File: config.mk
export PLATFORM = sky130hd
export DESIGN_NAME = johnson_phase_decoder
export DESIGN_NICKNAME = d
export VERILOG_FILES = /design/src/rtl/johnson_phase_decoder.sv
export SDC_FILE = /design/constraint.sdc
export NUM_CORES = 1
export LEC_CHECK = 0
export ABC_AREA = 1
export ABC_CLOCK_PERIOD_IN_PS = 8180
export CORE_MARGIN = 5
export CORE_UTILIZATION = 58
export CTS_BUF_LIST = sky130_fd_sc_hd__clkbuf_8
export CTS_CLUSTER_DIAMETER = 200
export DETAILED_ROUTE_END_ITERATION = 16
export PLACE_DENSITY = 0.85
export SETUP_SLACK_MARGIN = 0.3
export SLEW_MARGIN = 20
export SYNTH_ARGS = -nofsm -noshare
export SYNTH_HDL_FRONTEND = slang
export SYNTH_SLANG_ARGS = --single-unit
export TNS_END_PERCENT = 50
File: constraint.sdc
create_clock -name clk -period 8.18 [get_ports clk]
set_clock_uncertainty 0.05 [all_clocks]
set_input_delay 2.045 -clock clk [delete_from_list [all_inputs] [get_ports clk]]
set_output_delay 2.045 -clock clk [all_outputs]
set_load 0.03 [all_outputs]
File: src/rtl/johnson_phase_decoder.sv
// johnson_phase_decoder
//
// Decodes the registered output of a WIDTH-bit Johnson (twisted-ring) counter
// into a binary phase index and a one-hot phase strobe. It checks each sampled
// code for legality and for step-to-step sequencing, and runs a lock FSM
// (UNLOCKED -> ACQUIRE -> LOCKED). Errors are reported as one-cycle pulses, a
// sticky flag and a saturating counter.
//
// Handshake: in_code is consumed on every cycle with in_valid=1 (there is no
// back-pressure). out_valid is a one-cycle qualifier meaning that phase and
// phase_onehot were refreshed from a legal sample taken on the previous cycle.
//
// Ports:
//   clk           rising-edge clock
//   rst           synchronous, active-high reset
//   in_valid      in_code is sampled this cycle
//   in_code       Johnson code from the counter
//   clr_err       clears err_count and err_sticky on the next edge
//   out_valid     phase / phase_onehot updated from a legal sample
//   phase         decoded phase index
//   phase_onehot  bit[phase] set on a legal sample, 0 on an illegal one
//   locked        lock FSM is in LOCKED
//   illegal_err   one-cycle pulse: illegal code sampled
//   skip_err      one-cycle pulse: out-of-sequence legal code while LOCKED
//   err_sticky    set by any error pulse, held until clr_err or rst
//   err_count     saturating count of error pulses
//   state_dbg     current lock FSM state (0 UNLOCKED, 1 ACQUIRE, 2 LOCKED)

module johnson_phase_decoder #(
  parameter int WIDTH    = 4,
  parameter int LOCK_CNT = 4,
  parameter int MISS_MAX = 2,
  parameter int CNT_W    = 8,
  localparam int PW      = $clog2(2 * WIDTH)
) (
  input  logic               clk,
  input  logic               rst,
  input  logic               in_valid,
  input  logic [WIDTH-1:0]   in_code,
  input  logic               clr_err,
  output logic               out_valid,
  output logic [PW-1:0]      phase,
  output logic [2*WIDTH-1:0] phase_onehot,
  output logic               locked,
  output logic               illegal_err,
  output logic               skip_err,
  output logic               err_sticky,
  output logic [CNT_W-1:0]   err_count,
  output logic [1:0]         state_dbg
);

  localparam int NPH = 2 * WIDTH;
  localparam int MW  = $clog2(LOCK_CNT + 1);
  localparam int SW  = $clog2(MISS_MAX + 1);

  typedef enum logic [1:0] {
    UNLOCKED = 2'd0,
    ACQUIRE  = 2'd1,
    LOCKED   = 2'd2
  } state_t;

  state_t           state;
  logic [PW-1:0]    prev_phase;
  logic [MW-1:0]    match_cnt;
  logic [SW-1:0]    miss_cnt;

  logic [WIDTH-1:0] code_inv;
  logic             legal;
  int               ones;
  logic [PW-1:0]    dec_phase;
  logic [PW-1:0]    exp_phase;
  logic             in_seq;
  logic             skip_now;
  logic             err_now;
  logic [NPH-1:0]   onehot_one;

  assign state_dbg  = state;
  assign onehot_one = {{(NPH-1){1'b0}}, 1'b1};

  always_comb begin
    code_inv = ~in_code;
    // x & (x+1) == 0 holds exactly when x is a run of ones at the LSB end
    // (or zero). Applying it to the code and to its inverse covers both
    // legal shapes: 0..01..1 and 1..10..0.
    legal = ((in_code & (in_code + WIDTH'(1))) == '0) ||
            ((code_inv & (code_inv + WIDTH'(1))) == '0);
    ones  = $countones(in_code);
    // Codes that start with ones (or all-zero) count up from phase 0; codes
    // draining ones from the top sit in the second half of the ring.
    if (in_code[WIDTH-1] || (in_code == '0)) begin
      dec_phase = PW'(ones);
    end else begin
      dec_phase = PW'(NPH - ones);
    end
    exp_phase = (prev_phase == PW'(NPH - 1)) ? '0 : prev_phase + PW'(1);
    in_seq    = (dec_phase == exp_phase);
    skip_now  = in_valid && legal && !in_seq && (state == LOCKED);
    err_now   = (in_valid && !legal) || skip_now;
  end

  always_ff @(posedge clk) begin
    if (rst) begin
      state        <= UNLOCKED;
      prev_phase   <= '0;
      match_cnt    <= '0;
      miss_cnt     <= '0;
      out_valid    <= 1'b0;
      phase        <= '0;
      phase_onehot <= '0;
      locked       <= 1'b0;
      illegal_err  <= 1'b0;
      skip_err     <= 1'b0;
      err_sticky   <= 1'b0;
      err_count    <= '0;
    end else begin
      out_valid   <= in_valid && legal;
      illegal_err <= in_valid && !legal;
      skip_err    <= skip_now;

      if (in_valid) begin
        if (legal) begin
          phase        <= dec_phase;
          phase_onehot <= onehot_one << dec_phase;
          prev_phase   <= dec_phase;
        end else begin
          phase_onehot <= '0;
        end
      end

      // clr_err wins over the old value but not over an error in the same cycle.
      if (clr_err) begin
        err_count  <= err_now ? CNT_W'(1) : '0;
        err_sticky <= err_now;
      end else if (err_now) begin
        err_sticky <= 1'b1;
        if (err_count != '1) begin
          err_count <= err_count + CNT_W'(1);
        end
      end

      case (state)
        UNLOCKED: begin
          if (in_valid && legal) begin
            state     <= ACQUIRE;
            match_cnt <= MW'(1);
          end
        end
        ACQUIRE: begin
          if (in_valid) begin
            if (!legal) begin
              state     <= UNLOCKED;
              match_cnt <= '0;
            end else if (in_seq) begin
              if (int'(match_cnt) + 1 >= LOCK_CNT) begin
                state     <= LOCKED;
                locked    <= 1'b1;
                match_cnt <= '0;
                miss_cnt  <= '0;
              end else begin
                match_cnt <= match_cnt + MW'(1);
              end
            end else begin
              // A legal jump restarts acquisition from this sample.
              match_cnt <= MW'(1);
            end
          end
        end
        LOCKED: begin
          if (in_valid) begin
            if (legal && in_seq) begin
              miss_cnt <= '0;
            end else if (int'(miss_cnt) + 1 >= MISS_MAX) begin
              state    <= UNLOCKED;
              locked   <= 1'b0;
              miss_cnt <= '0;
            end else begin
              miss_cnt <= miss_cnt + SW'(1);
            end
          end
        end
        default: begin
          state  <= UNLOCKED;
          locked <= 1'b0;
        end
      endcase
    end
  end

endmodule

==> flow_summary.yaml <==
synth:
  synth-seq-cells: 31
  synth.yosys.seq_area_share: 0.334
  synth-simple-area-share: 0.372
  ys.flop_type: "dfxtp_1"
  async_reset_ff_frac: 0
  synth_compound_area_frac: 0.107
  netlist_area_mm2: 0.00186
  synthAdderAreaFrac: 0.0850
  synthMuxAreaShare: 0
  synth_top_family_by_area: "simple AND/OR/NAND/NOR gates"
  synth.distinct_cells: 31
  synth-xor-area-share: 0.0142
  synth_edf_count: 0
  avgSynthCellArea_um2: 6.95
  synth_cells: 267
  ys_warn_count: 0
  synth_nets: 287
critical_path:
  crit_chain: "clkdlybuf4s50_1 -> fa_1 -> ha_1 -> inv_2 -> nand3_2 -> nand2_1 -> nand2_1 -> nand2_1 -> nand2_1 -> nand2_2 -> nand2_4 -> nand2_4 -> nand2_4 -> nand2_1 -> nand2_1 -> nor2_1 -> nor2_1"
  cp_max_fo: 11
  path_buf_inv: 2
  path_delay_family: "simple AND/OR/NAND/NOR gates"
  worst-setup-path-type: "in2reg"
  cp_slowest_cell: "clkdlybuf4s50_1"
  cpPeakStageDelay_ns: 0.56
  critical_path_arrival_ns: 4.68
  cp-end-kind: "flip-flop"
  worstPathRequired_ns: 8.31
  cp_common_cell: "nand2_1"
  start_kind: "input port"
cells_and_area:
  final_cell_mix: "60 x nand2_1, 37 x nor2_1, 33 x inv_1, 33 x clkdlybuf4s50_1, 31 x dfxtp_1"
  nFillCells: 253
  final_util: 0.765
  drive_gt1_frac: 0.105
  stdcell_count: 349
  area_growth_syn_to_layout_pct: 25.9
  multi_input_area_mm2: 0.00107
  n_antenna_cell: 0
  regArea_um2: 621
  fin_area_mm2: 0.00234
  final_common_cell: "nand2_1"
  fin_nets: 324
drt:
  num_vias: 1820
  drt_pre_antenna_iters: 4
  routed_wl_um: 4130
  first_iter_violations: 181
  drc: 0
  via_per_inst: 5.21
  wire_per_inst_um: 11.8
  antenna_left: 0
global_route:
  grt_first_pass_wirelength_um: 7160
  overflow: 0
  first_global_vias: 1697
  grt_max_degree: 19
  antenna_found_initial: 0
  grt_usage: 0.209
floorplan:
  die_h_um: 66.6
  initial_core_util: 0.608
  rows: 20
  ios: 34
  dieWidth_um: 66.6
  die-area_mm2: 0.00443
  core_mm2: 0.00305
sta:
  hold_slack_ns: 0.413
  slew_headroom: 0.542
  min_period_ns: 4.55
  tightest_slew_ns: 0.684
  finalCritPeriodShare: 0.556
  setup-tns-final_ns: 0
  rsz0062_at_grt: "false"
  max_freq_ghz: 0.220
  finalSetupViolations: 0
  timing.final.hold_violations: 0
  slew_viol_final: 0
clock_network:
  path_clk_slew_ns: 0.07
  cts_buffers: 5
  cts.sink_count: 31
  htree_levels: 2
  cts_resized: 0
  cts-hold-fix-buffers: 0
  cts_tree: "done"
  root_buffer: "clkbuf_8"
  post-cts-setup-buffer-count: 0
  clock_latency_ns: 0.28
  clockBufferDepth: 2
pwr:
  powerDensity_mw_per_mm2: 212
  ir_drop_mv: 0.118
  p_leak_nw: 1.01
flow_run:
  max_cap_viol_count: 0
status:
  outcome: "finished, final reports clean"
place:
  numPlacedInstances: 341
  gp_congestion: 0.909
  port_buffers: 33
  hpwl_um: 3040
  place_area_mm2: 0.00222
min_path:
  hold_class: "reg2reg"
==> metrics by stage <==
step,power [mW],worst slack (ns)
finish,0.495,3.63
global route,0.525,3.42
CTS,0.498,3.62
detailed placement,0.339,3.37
global placement,0.337,3.47
floorplan,0.297,4.07
==> layer usage <==
metal	GRT usage	part of all wire	vias up
li1	-	-	932
met1	0.247	0.45	809
met2	0.355	0.47	71
met3	0.0590	0.065	8
met4	0.0761	0.017	0
met5	0	0	-
==> power breakdown <==
part	internal [mW]	leakage (nW)	total, mW	switching [mW]
Clock	0.0984	0.0612	0.156	0.0571
Sequential	0.163	0.252	0.173	0.00990
Combinational	0.0592	0.693	0.167	0.108
==> final cells by class <==
| cell class | instances | area share |
|---|---|---|
| clock buffers | 6 | 0.0354 |
| clock inverters | 2 | 0.0150 |
| inverters | 37 | 0.0595 |
| multi-input cells | 196 | 0.460 |
| flip-flops and latches | 31 | 0.266 |
| well taps | 44 | 0.0236 |
| repair buffers | 33 | 0.141 |
==> cell usage after synthesis, types with 2 or more instances <==
cell / count / area (um2)
nand2_1: 60 / 225
nor2_1: 37 / 139
inv_1: 33 / 124
dfxtp_1: 31 / 621
a21oi_1: 22 / 110
nand3_1: 18 / 90.1
ha_1: 11 / 138
nand3_2: 7 / 70.1
o21ai_0: 7 / 35.0
nand4_1: 5 / 31.3
nand2_2: 4 / 25.0
nor3_1: 4 / 20.0
inv_2: 3 / 11.3
nand2_4: 3 / 33.8
a31oi_1: 2 / 12.5
clkbuf_1: 2 / 7.51
nor2_2: 2 / 12.5
o21ai_1: 2 / 10.0
xor2_1: 2 / 17.5
==> worst min-delay path: stages, from the launching register on <==
cell and delay [ns]:
dfxtp_1 0.31, nand2_1 0.06, a21oi_1 0.05
==> flip-flops by register name, indices dropped and copies added (netlist names) <==
name	cells
err_sticky	1
locked	1
prev_phase	3
phase_onehot	8
skip_err	1
miss_cnt	2
state_dbg	2
match_cnt	3
err_count	8
out_valid	1
illegal_err	1
==> path summary, 6_finish.rpt <==
check	from	endpoint	slack [ns]	cells after the start
worst min-delay path	phase_onehot[4]	phase_onehot[4]	0.41	2
worst min register to register	phase_onehot[4]	phase_onehot[4]	0.41	2
worst max-delay path	in_code[3]	err_count[0]	3.63	17
worst max register to register	err_count[0]	err_count[0]	6.13	8
==> cell families after synthesis <==
family / after synthesis
buffers and inverters: 40
adders and majority gates: 12
xor gates and xnor gates: 3
DFF: 31
and+or+nand+nor: 145
AOI/OAI and AO/OA: 36
No activity file was read; power rests on OpenSTA's default activity.
